### src/rtl/dac_sample_scheduler.sv
// dac_sample_scheduler: buffers modem samples in a small FIFO and releases one DAC
// code per programmable sample tick, with priming, underrun and drain-to-midscale.
// Optional feature macro: DAC_UNDERRUN_COUNT_EN (saturating 16-bit underrun counter).
module dac_sample_scheduler #(
  parameter int unsigned DATA_WIDTH  = 10,
  parameter int unsigned FIFO_AW     = 3,
  parameter int unsigned DIV_WIDTH   = 8,
  parameter int unsigned PRIME_LEVEL = 4
) (
  input  logic                  clk_i,
  input  logic                  rst_i,
  input  logic                  enable_i,
  input  logic [DIV_WIDTH-1:0]  div_i,
  input  logic                  randomise_req_i,
  input  logic [DATA_WIDTH-1:0] s_data_i,
  input  logic                  s_valid_i,
  output logic                  s_ready_o,
  output logic [DATA_WIDTH-1:0] dac_code_o,
  output logic                  dac_strobe_o,
  output logic                  randomise_en_o,
  output logic [1:0]            state_o,
  output logic                  underrun_o,
  output logic [FIFO_AW:0]      fifo_level_o,
  output logic [15:0]           underrun_count_o
);

  localparam int unsigned DEPTH = 1 << FIFO_AW;
  localparam int unsigned LVL_W = FIFO_AW + 1;
  localparam logic [DATA_WIDTH-1:0] MIDSCALE  = {1'b1, {(DATA_WIDTH-1){1'b0}}};
  localparam logic [LVL_W-1:0]      FULL_LVL  = LVL_W'(DEPTH);
  localparam logic [LVL_W-1:0]      PRIME_LVL = LVL_W'(PRIME_LEVEL);

  typedef enum logic [1:0] {
    ST_IDLE  = 2'd0,
    ST_PRIME = 2'd1,
    ST_RUN   = 2'd2,
    ST_DRAIN = 2'd3
  } state_t;

  state_t                state_q, state_d;
  logic [FIFO_AW-1:0]    wr_ptr_q, wr_ptr_d;
  logic [FIFO_AW-1:0]    rd_ptr_q, rd_ptr_d;
  logic [LVL_W-1:0]      level_q, level_d;
  logic [DIV_WIDTH-1:0]  cnt_q, cnt_d;
  logic [DATA_WIDTH-1:0] code_q, code_d;
  logic                  strobe_q, strobe_d;
  logic                  underrun_q, underrun_d;
  logic                  rnd_q, rnd_d;
  logic [DATA_WIDTH-1:0] mem_q [DEPTH];

  logic active;
  logic empty;
  logic push;
  logic tick;
  logic pop;

  // Ready comes only from registered state and level, never from the incoming valid.
  assign s_ready_o = (state_q != ST_IDLE) && (level_q != FULL_LVL);

  // Next-state, FIFO bookkeeping, tick generation and output staging.
  always_comb begin
    active     = (state_q == ST_RUN) || (state_q == ST_DRAIN);
    empty      = (level_q == '0);
    push       = s_valid_i && s_ready_o;
    tick       = active && (cnt_q == div_i);
    pop        = tick && !empty;

    state_d    = state_q;
    strobe_d   = 1'b0;
    underrun_d = 1'b0;
    code_d     = code_q;
    rnd_d      = rnd_q;
    cnt_d      = '0;
    wr_ptr_d   = wr_ptr_q;
    rd_ptr_d   = rd_ptr_q;

    if (active) begin
      cnt_d = tick ? '0 : cnt_q + DIV_WIDTH'(1);
    end

    // A tick either delivers the head sample, flags an underrun, or finishes a drain.
    if (pop) begin
      code_d   = mem_q[rd_ptr_q];
      strobe_d = 1'b1;
    end else if (tick && (state_q == ST_RUN)) begin
      underrun_d = 1'b1;
    end else if (tick) begin
      code_d   = MIDSCALE;
      strobe_d = 1'b1;
    end

    if (push) wr_ptr_d = wr_ptr_q + FIFO_AW'(1);
    if (pop)  rd_ptr_d = rd_ptr_q + FIFO_AW'(1);
    level_d = level_q + LVL_W'(push) - LVL_W'(pop);

    case (state_q)
      ST_IDLE:  if (enable_i) state_d = ST_PRIME;
      ST_PRIME: begin
        if (!enable_i) begin
          state_d = ST_IDLE;
        end else if (level_d >= PRIME_LVL) begin
          state_d = ST_RUN;
          cnt_d   = '0;
        end
      end
      ST_RUN:   if (!enable_i) state_d = ST_DRAIN;
      ST_DRAIN: begin
        if (tick && empty) begin
          state_d = ST_IDLE;
        end else if (enable_i) begin
          state_d = ST_RUN;
        end
      end
      default:  state_d = ST_IDLE;
    endcase

    // Anything left over when returning to IDLE is discarded.
    if (state_d == ST_IDLE) begin
      level_d  = '0;
      wr_ptr_d = '0;
      rd_ptr_d = '0;
    end

    // Randomise enable follows the request only on ticks and on playback start.
    if ((state_d == ST_IDLE) || (state_d == ST_PRIME)) begin
      rnd_d = 1'b0;
    end else if (tick || (state_q == ST_PRIME)) begin
      rnd_d = randomise_req_i;
    end
  end

  // Control and output registers.
  always_ff @(posedge clk_i or posedge rst_i) begin
    if (rst_i) begin
      state_q    <= ST_IDLE;
      wr_ptr_q   <= '0;
      rd_ptr_q   <= '0;
      level_q    <= '0;
      cnt_q      <= '0;
      code_q     <= MIDSCALE;
      strobe_q   <= 1'b0;
      underrun_q <= 1'b0;
      rnd_q      <= 1'b0;
    end else begin
      state_q    <= state_d;
      wr_ptr_q   <= wr_ptr_d;
      rd_ptr_q   <= rd_ptr_d;
      level_q    <= level_d;
      cnt_q      <= cnt_d;
      code_q     <= code_d;
      strobe_q   <= strobe_d;
      underrun_q <= underrun_d;
      rnd_q      <= rnd_d;
    end
  end

  // Sample storage; contents are don't-care until written, so no reset.
  always_ff @(posedge clk_i) begin
    if (push) mem_q[wr_ptr_q] <= s_data_i;
  end

`ifdef DAC_UNDERRUN_COUNT_EN
  logic [15:0] ucnt_q, ucnt_d;

  // Saturating underrun counter, restarted when a new playback session begins.
  always_comb begin
    ucnt_d = ucnt_q;
    if ((state_q == ST_IDLE) && (state_d == ST_PRIME)) begin
      ucnt_d = '0;
    end else if (underrun_d && (ucnt_q != 16'hFFFF)) begin
      ucnt_d = ucnt_q + 16'd1;
    end
  end

  // Underrun counter register.
  always_ff @(posedge clk_i or posedge rst_i) begin
    if (rst_i) ucnt_q <= '0;
    else       ucnt_q <= ucnt_d;
  end

  assign underrun_count_o = ucnt_q;
`else
  assign underrun_count_o = 16'h0000;
`endif

  assign dac_code_o     = code_q;
  assign dac_strobe_o   = strobe_q;
  assign randomise_en_o = rnd_q;
  assign state_o        = state_q;
  assign underrun_o     = underrun_q;
  assign fifo_level_o   = level_q;

endmodule

### config.mk
export PLATFORM = sky130hd
export DESIGN_NAME = dac_sample_scheduler
export DESIGN_NICKNAME = d
export VERILOG_FILES = /design/src/rtl/dac_sample_scheduler.sv
export SDC_FILE = /design/constraint.sdc
export NUM_CORES = 1
export LEC_CHECK = 0
export BUFFER_PORTS_ARGS = -buffer_cell sky130_fd_sc_hd__buf_2
export CELL_PAD_IN_SITES_DETAIL_PLACEMENT = 1
export CELL_PAD_IN_SITES_GLOBAL_PLACEMENT = 1
export CORE_MARGIN = 3
export CORE_UTILIZATION = 44
export CTS_CLUSTER_DIAMETER = 50
export DETAILED_ROUTE_END_ITERATION = 16
export GPL_TIMING_DRIVEN = 0
export PLACE_DENSITY_LB_ADDON = 0.25
export REMOVE_ABC_BUFFERS = 1
export SLEW_MARGIN = 20
export SYNTH_ARGS = -nofsm -noshare
export SYNTH_HDL_FRONTEND = slang
export SYNTH_SLANG_ARGS = --single-unit
### constraint.sdc
create_clock -name clk_i -period 2.8 [get_ports clk_i]
set_input_delay 0.14 -clock clk_i [delete_from_list [all_inputs] [get_ports clk_i]]
set_output_delay 0.14 -clock clk_i [all_outputs]
set_load 0.05 [all_outputs]
==> flow_summary.toml <==
[outcome]
status = "finished, final reports clean"

[timing]
fmax_mhz = 361
hold_violations = 0
grt_setup_unrepaired = "yes"
finalSetupViolations = 0
worst_slack_ns = 0.0337
hold_slack_ns = 0.0437
finClkSkew_ns = 0.00801
finalCritPeriodShare_pct = 98.8
slew_violations = 0
period_minus_slack_ns = 2.77
tightest_slew_ns = 1.03
slew_headroom_pct = 31.3
tns_ns = 0

[routing]
num_vias = 2735
ant_nets = 0
drt-initial-drc-count = 126
wire_per_inst_microns = 20.6
drcViolationCount = 0
finalWirelength_microns = 10800
dr.pass1.iters = 4
viasPerCell = 5.20

[global_route]
grt_max_degree = 23
grt_pass1_vias = 3172
antenna_found_initial = 0
gr-total-overflow = 0
grt_first_pass_wirelength_microns = 17600
grt_usage_pct = 19.0

[synthesis]
ys_seq_elements = 113
synthTopCellsByArea = "edfxtp_1 50%, dfrtp_1 17%, mux4_2 9.4%"
syn_inst = 292
ys_types = 41
synth-xor-area-share_pct = 3.29
syn_area_per_cell_sq_um = 16.4
synthMuxAreaShare_pct = 11.7
netlist_area_sq_um = 4800
yosysTopAreaCell = "edfxtp_1"
synth_fa_ha_area_share_pct = 2.76
synth-compound-area-share_pct = 4.62
synth.top_cell.area_share_pct = 50.1
yosysWarnings = 0
synth_top_family_by_area = "multiplexers"
ys_async_sr_fraction_pct = 29.2
yosysSeqAreaShare_pct = 67.3
synth_simple_gate_area_share_pct = 6.39
synth_edf_count = 80
ys.flop_type = "edfxtp_1"

[floorplan]
die-area_sq_um = 12200
io_pins = 59
die_w_microns = 110
row_count = 37
die_h_microns = 110
initial_utilization_pct = 45.9
coreArea_sq_um = 10500

[worst_setup_path]
endpoint_kind = "register"
crit_type = "register to register"
worst_ep_arrival_time_ns = 3.17
critPathRequiredTime_ns = 3.21
r2r_setup_slack_ns = 0.03
critical_path.max_fanout = 5
slowest_delay_ns = 0.44
crit_chain = "xnor2_2 > nand4_2 > nor3_4 > nand2_4 > inv_4 > ha_4 > inv_2 > ha_4 > inv_2 > fa_2 > xnor2_2 > o211ai_1 > o2bb2a_2"
slowest_stage = "dfrtp_2"
startpoint_type = "register"

[cells_and_area]
syn_to_final_growth_pct = 27.0
layout.nets = 410
final_layout_size_suffix_gt1_share_pct = 38.5
diodes = 0
fin_cells = 526

[place]
dp.final_hpwl_microns = 6340
pre_cts_slack_ns = -0.525
port_buffers = 42
dp_cells = 467
gp_congestion = 0.765

[min_path]
hp-class = "primary input to register"

[flow_run]
maxCapViolCount = 0

[clocking]
cts_tree = "built"
cts_max_path_buffers = 2
cts.sink_count = 113
ctsHtreeMaxLevel = 4
cts_root_buf = "clkbuf_8"
cts_buffers = 17
clk_pin_slew_ns = 0.06
clk_latency_ns = 0.52

[power_and_ir_drop]
cellPowerDensity_nw_per_um2 = 976
power_leakage_nw = 2.36
finalPower_mw = 5.95
peakVddDrop_uv = 452
-- worst max-delay path, delay by kind of cell, from the launching register on --
family	cells	cell delay, ns
AO/OA/AOI/OAI	2	0.48
XOR/XNOR	2	0.33
adder cells (fa/ha/maj)	3	0.67
buffers and inverters	3	0.17
flip-flops	1	0.44
AND/OR/NAND/NOR	3	0.57
-- metrics by stage --
step,util [%],cell area (sq um)
6_report,58.3,6090
3_3_place_gp,48.6,5090
4_1_cts,57.5,6010
3_5_place_dp,49.5,5180
2_1_floorplan,-,4710
5_1_grt,58.3,6090
-- state kept, by name, indices dropped and copies added (netlist names) --
register,cells
rd_ptr_q,3
mem_q,80
cnt_q,8
dac_strobe_o,1
randomise_en_o,1
state_o,2
dac_code_o,10
fifo_level_o,4
wr_ptr_q,3
underrun_o,1
-- placed cells by master (no fill, tap or decap), drive strengths merged, types with 12 or more instances in the layout --
cell type / instances
mux4: 20
nand2: 13
buf: 60
edfxtp: 80
dlygate4sd3: 13
xnor2: 12
nor2: 21
clkbuf: 17
inv: 14
dfrtp: 32
conb: 16
-- metal layers --
metal  part of all wire (%)  GRT usage (%)  up-vias
li1                       -              -     1244
met4                    1.2           7.22        0
met3                    5.4           5.15       11
met2                     53           32.8       89
met5                      0              0        -
met1                     41           22.8     1391
-- final cells by class --
cell class	instances	area, sq um
multi-input cells	162	1560
clock buffers	17	414
clock inverters	15	159
repair buffers	73	515
inverters	10	40.0
flip-flops and latches	113	3230
fillers	979	4370
well taps	136	170
-- final timing paths --
path,cells past startpoint,endpoint,start
min in group asynchronous,3,dac_code_o[7]$_DFFE_PP0P_,rst_i
worst min register to register,1,dac_code_o[1]$_DFFE_PP0P_,dac_code_o[1]$_DFFE_PP0P_
max in group asynchronous,4,dac_code_o[9]$_DFFE_PP1P_,rst_i
worst max-delay path,13,randomise_en_o$_DFFE_PP0P_,cnt_q[2]$_DFF_PP0_
worst max register to register,13,randomise_en_o$_DFFE_PP0P_,cnt_q[2]$_DFF_PP0_
worst min-delay path,3,randomise_en_o$_DFFE_PP0P_,randomise_req_i
-- logic make-up after synthesis --
kind of cell | Yosys count
adders and majority gates | 10
DFF | 113
muxes | 31
AOI/OAI and AO/OA | 26
and+or+nand+nor | 61
buffers and inverters | 32
other | 1
xor gates and xnor gates | 18
-- what timing repair did --
item / CTS / global route
gates resized for setup: 11 / 11
setup buffers: 10 / 4
endpoints found under the setup margin: 16 / 3
hold buffers: 13 / 0
gates cloned: 0 / 0
hold endpoints to repair: 120 / 0
pin swaps: 8 / 10
-- where the power goes --
| part | internal (mW) | leakage, nW | switching (mW) | total [mW] |
|---|---|---|---|---|
| combinational | 0.575 | 0.937 | 1.01 | 1.58 |
| clock | 1.27 | 0.274 | 0.803 | 2.08 |
| sequential | 2.09 | 1.15 | 0.202 | 2.29 |
-- cells in the mapped netlist (2+ instances only) --
cell and number:
edfxtp_1 80, dfrtp_1 32, nor2_1 21, mux4_2 20
buf_4 16, nand2_1 12, xnor2_1 12, mux2i_1 11
o2bb2ai_1 10, ha_1 9, inv_1 9, nand3_1 7
a21oi_1 6, xor2_1 6, nor2b_1 4, and3_1 3
buf_2 3, clkbuf_1 3, a31oi_1 2, and3_2 2
nand2b_1 2, nor3_1 2, or2_2 2
(Power assumes the default switching activity.)
